[config.mk]
export PLATFORM = sky130hd
export DESIGN_NAME = dsm_decimator_flat
export DESIGN_NICKNAME = d
export VERILOG_FILES = /design/src/rtl/dsm_decimator_pkg.sv /design/src/rtl/dsm_decimator_if.sv /design/src/rtl/dsm_decimator_comb.sv /design/src/rtl/dsm_decimator.sv /design/src/flat_wrapper.sv
export SDC_FILE = /design/constraint.sdc
export NUM_CORES = 1
export LEC_CHECK = 0
export BUFFER_PORTS_ARGS = -buffer_cell sky130_fd_sc_hd__buf_2
export CAP_MARGIN = 20
export CORE_ASPECT_RATIO = 1.4
export CORE_MARGIN = 8
export CORE_UTILIZATION = 58
export CTS_CLUSTER_SIZE = 8
export DETAILED_ROUTE_END_ITERATION = 7
export GPL_ROUTABILITY_DRIVEN = 0
export PLACE_DENSITY = 0.81
export SYNTH_ARGS = -nofsm -noshare
export SYNTH_HDL_FRONTEND = slang
export SYNTH_HIERARCHICAL = 1
export SYNTH_SLANG_ARGS = --single-unit
[constraint.sdc]
create_clock -name clock -period 4.25 [get_ports clock]
set_input_delay 1.0625 -clock clock [delete_from_list [all_inputs] [get_ports clock]]
set_output_delay 1.0625 -clock clock [all_outputs]
set_load 0.01 [all_outputs]
[src/rtl/dsm_decimator_pkg.sv]
// dsm_decimator_pkg: pwm code constants and defaults shared with the ternary modulator
package dsm_decimator_pkg;
  localparam logic [1:0] PWM_ZERO    = 2'b00;
  localparam logic [1:0] PWM_POS     = 2'b01;
  localparam logic [1:0] PWM_NEG     = 2'b11;
  localparam logic [1:0] PWM_ILLEGAL = 2'b10;
  localparam int DEC_R_LOG2 = 6;
  localparam int CIC_ORDER  = 3;
  function automatic logic signed [1:0] pwm_map(input logic [1:0] code);
    return (code == PWM_POS) ? 2'sb01 : (code == PWM_NEG) ? 2'sb11 : 2'sb00;
  endfunction
endpackage

[src/rtl/dsm_decimator_if.sv]
// dsm_decimator_if: pwm code stream in, decimated samples and error flag out
interface dsm_decimator_if #(parameter int OUT_BITS = 11);
  logic [1:0] pwm_i;
  logic pwm_valid;
  logic signed [OUT_BITS-1:0] dout;
  logic dout_valid;
  logic err;
  modport master(output pwm_i, pwm_valid, input dout, dout_valid, err);
  modport slave(input pwm_i, pwm_valid, output dout, dout_valid, err);
endinterface

[src/rtl/dsm_decimator_comb.sv]
// cic_comb_stage: one CIC comb section, dout = din - previous din captured on en
module cic_comb_stage #(
  parameter int W = 20
) (
  input  logic clock,
  input  logic reset,
  input  logic en,
  input  logic signed [W-1:0] din,
  output logic signed [W-1:0] dout
);
  logic signed [W-1:0] d;
  always_ff @(posedge clock or negedge reset)
    if (!reset) d <= '0;
    else if (en) d <= din;
  assign dout = din - d;
endmodule

[src/rtl/dsm_decimator.sv]
// dsm_decimator: 3rd-order CIC decimator turning the ternary pwm stream into signed samples
module dsm_decimator
  import dsm_decimator_pkg::*;
#(
  parameter int R_LOG2   = DEC_R_LOG2,
  parameter int OUT_BITS = 11
) (
  input logic clock,
  input logic reset,
  dsm_decimator_if.slave bus
);
  localparam int ACC_BITS = 2 + CIC_ORDER * R_LOG2;
  localparam int SHIFT    = ACC_BITS - OUT_BITS;
  logic signed [1:0] m;
  logic signed [ACC_BITS-1:0] x, i1, i2, i3, c1, c2, c3;
  logic [R_LOG2-1:0] cnt;
  logic tick;
  assign m = pwm_map(bus.pwm_i);
  assign x = {{(ACC_BITS-2){m[1]}}, m};
  // integrators wrap modulo 2^ACC_BITS; the comb differences undo the wrap exactly
  always_ff @(posedge clock or negedge reset)
    if (!reset) begin
      i1 <= '0;
      i2 <= '0;
      i3 <= '0;
      cnt <= '0;
      tick <= 1'b0;
      bus.dout <= '0;
      bus.dout_valid <= 1'b0;
      bus.err <= 1'b0;
    end else begin
      if (bus.pwm_valid) begin
        i1 <= i1 + x;
        i2 <= i2 + i1;
        i3 <= i3 + i2;
        cnt <= cnt + R_LOG2'(1);
        if (bus.pwm_i == PWM_ILLEGAL) bus.err <= 1'b1;
      end
      tick <= bus.pwm_valid && (&cnt);
      bus.dout_valid <= tick;
      if (tick) bus.dout <= OUT_BITS'(c3 >>> SHIFT);
    end
  cic_comb_stage #(.W(ACC_BITS)) u_c1 (.clock(clock), .reset(reset), .en(tick), .din(i3), .dout(c1));
  cic_comb_stage #(.W(ACC_BITS)) u_c2 (.clock(clock), .reset(reset), .en(tick), .din(c1), .dout(c2));
  cic_comb_stage #(.W(ACC_BITS)) u_c3 (.clock(clock), .reset(reset), .en(tick), .din(c2), .dout(c3));
endmodule

[src/flat_wrapper.sv]
// flat-port wrapper written by rule: the top's interface ports become plain ports
module dsm_decimator_flat import dsm_decimator_pkg::*;
#(
  parameter int R_LOG2   = DEC_R_LOG2,
  parameter int OUT_BITS = 11
)
  (clock, reset, bus_pwm_i, bus_pwm_valid, bus_dout, bus_dout_valid, bus_err);
  dsm_decimator_if #(.OUT_BITS(OUT_BITS)) bus_i ();
  input logic clock;
  input logic reset;
  input wire logic [$bits(bus_i.pwm_i)-1:0] bus_pwm_i;
  input wire logic [$bits(bus_i.pwm_valid)-1:0] bus_pwm_valid;
  output wire logic [$bits(bus_i.dout)-1:0] bus_dout;
  output wire logic [$bits(bus_i.dout_valid)-1:0] bus_dout_valid;
  output wire logic [$bits(bus_i.err)-1:0] bus_err;
  assign bus_i.pwm_i = bus_pwm_i;
  assign bus_i.pwm_valid = bus_pwm_valid;
  assign bus_dout = bus_i.dout;
  assign bus_dout_valid = bus_i.dout_valid;
  assign bus_err = bus_i.err;
  dsm_decimator #(.R_LOG2(R_LOG2), .OUT_BITS(OUT_BITS)) u_core (.clock(clock), .reset(reset), .bus(bus_i));
endmodule
==> metrics.md <==
| Metric | Value |
|---|---|
| Share of cells above drive strength 1 | `between 20% and 30%` |
| First-pass GRT wire length | `41550 microns` |
| Num CTS Buffers | `17` |
| Final Instance Area | `about 12000 sq um` |
| Htree depth | `4` |
| Maximum buffer depth of the clock tree | `2` |
| CP arrival | `5.08 ns` |
| Later-pin clock latency in the skew report | `about 0.43 ns` |
| Row Count | `between 50 and 60` |
| Syn. warnings | `6` |
| # setup viols final | `9` |
| Kind of critical path | `register to register` |
| Synth Instances | `1182` |
| Critical path launch point | `u_core/i3[5]` |
| Area grow syn2layout | `18.46%` |
| Post-detail-place hpwl | `16830 microns` |
| Reg2reg setup slack | `-0.51 ns` |
| Failing checks | `negative setup slack` |
| Final period util | `112.0%` |
| DR vias/cell | `5.960` |
| Iter 0 DRT Violations | `534` |
| Final count of hold timing violations | `0` |
| Hold Path Class | `register to register` |
| Max-slew headroom at the worst pin | `38.18%` |
| Reg2reg path depth | `20` |
| Worst-path fanout max | `4` |
| Tmin final | `roughly 4.8 ns` |
| Critical path endpoint | `u_core/bus.dout[10]` |
| Post-DRT Antenna Nets | `0` |
| Critical path launch point type | `register` |
| Fmax | `210.2 MHz` |
| Drc violations | `0` |
| CTS Sinks | `140` |
| Filler cell count | `1288` |
| Status | `finished, violations left` |
| Initial antenna violation count | `0` |
| Final worst setup slack | `-0.5081 ns` |
| Pin count of the biggest net entering global routing | `96` |
| Synth Area per Inst | `8.912 sq um` |
| Max Cap Viol | `0` |
| Gr usage total | `22.23%` |
| Top Ports | `18` |
| Clk pin slew, worst setup/hold paths | `0.06 ns` |
| NumNets Final | `1406` |
| Area after DPL | `11450 sq um` |
| Die height | `between 150 and 200 microns` |
| Via count | `9244` |
| Port Buffer Count | `17` |
| Tightest Pin Transition | `0.9273 ns` |
| Syn Nets | `roughly 1300` |
| N_diodes | `0` |
| Layout Skew | `0.008397 ns` |
| Setup TNS | `-2.180 ns` |
| Final WL | `25450 microns` |
| Core box area | `17850 sq um` |
| Initial core utilization | `about three fifths` |
| Reg2reg start | `u_core/i3[5]` |
| CTS tree | `built` |
| Layout Cells excl Fill | `~1600` |
| Pins Over Slew Limit | `0` |
| Via count of the first global-routing pass | `9408` |
| Pre-antenna DRT Iters | `5` |
| Synth Cell Area | `10530 sq um` |
| Final Core Density | `69.90%` |
| Die area | `between 20000 and 25000 sq um` |
| Root buffer cell | `clkbuf_16` |
| Cts hold-fix bufs | `0` |
| RSZ-0062 raised after global routing | `true` |
| Setup crit end kind | `register` |
| Die X | `129.9 microns` |
| Dpl cells | `1500` |
| Wire per inst | `16.41 microns` |
| CP required | `about 4.6 ns` |
| R2R Path End | `u_core/bus.dout[10]` |
| Grt ovf | `0` |
==> routing by layer <==
layer	GRT usage, %	share of wire (%)	vias to the layer above
met5	0	0	-
met1	22.66	40	4498
li1	-	-	4477
met3	3.581	2.5	81
met2	41.89	53	188
met4	11.70	4.4	0
==> sequential cells by signal, summed over array words and instances, names as in the netlist <==
name,cells
u_core/u_c2/d,20
u_core/cnt,6
u_core/tick,1
u_core/bus.err,1
u_core/u_c1/d,20
u_core/u_c3/d,20
u_core/i2,20
u_core/bus.dout,11
u_core/i3,20
u_core/i1,20
u_core/bus.dout_valid,1
==> through the flow <==
step	hold WS (ns)	worst slack, ns
after global routing	0.4869	-0.6689
after global placement	0.4511	-0.1910
after CTS	0.4761	-0.2199
after detailed placement	0.4597	-0.2932
final	0.4734	-0.5081
after floorplan	0.4420	-0.04598
==> worst min-delay path by stage <==
stage                         from             end  slack [ns]  depth (start not counted)
finish              u_core/bus.err  u_core/bus.err        0.47                          1
global route        u_core/bus.err  u_core/bus.err        0.49                          1
CTS                 u_core/bus.err  u_core/bus.err        0.48                          1
detailed placement  u_core/bus.err  u_core/bus.err        0.46                          1
global placement    u_core/bus.err  u_core/bus.err        0.45                          1
floorplan            u_core/cnt[5]   u_core/cnt[5]        0.44                          1
==> cells in the final DEF (no fill, tap or decap), types with 17 or more instances in the layout <==
master / n
xor2_1: 29
a21o_1: 22
xnor2_1: 61
nor2_1: 52
o211ai_1: 17
ha_1: 94
o21ai_0: 87
dfrtp_1: 139
inv_1: 83
buf_4: 118
nor3_1: 17
mux2_2: 39
a21oi_1: 73
clkbuf_16: 17
nand3_1: 24
nand2_1: 150
==> critical path, stage by stage, from the launching register on <==
cell and delay [ns]:
dfrtp_1 0.38, ha_1 0.35, nand2_1 0.13, a211oi_2 0.33, o21ai_2 0.13, o211ai_1 0.20
a31oi_2 0.22, xnor2_2 0.21, ha_1 0.38, nand2_1 0.11, or3_4 0.40, o21a_1 0.18
o211ai_2 0.10, a31oi_2 0.15, xnor2_1 0.26, ha_1 0.30, a21oi_1 0.14, o21ai_1 0.08
a21oi_1 0.22, xnor2_1 0.11, mux2_2 0.26
==> cell type report <==
cell class	instances	area, sq um	share of cell area (%)
inverters	83	311.5	2.497
clock inverters	12	160.2	1.283
flip-flops and latches	140	3507	28.11
well taps	240	300.3	2.407
repair buffers	135	977.2	7.831
clock buffers	20	466.7	3.740
multi-input cells	921	6755	54.14
==> timing repair <==
item                                    4_1_cts  5_1_grt
pin swaps                                    19       32
buffers inserted                             13        6
gates resized for setup                      27       29
endpoints found under the setup margin        7       11
Power is left out: the tool's default activity adds up to more than one toggle a clock period on the data nets, which glitch-free logic cannot reach.
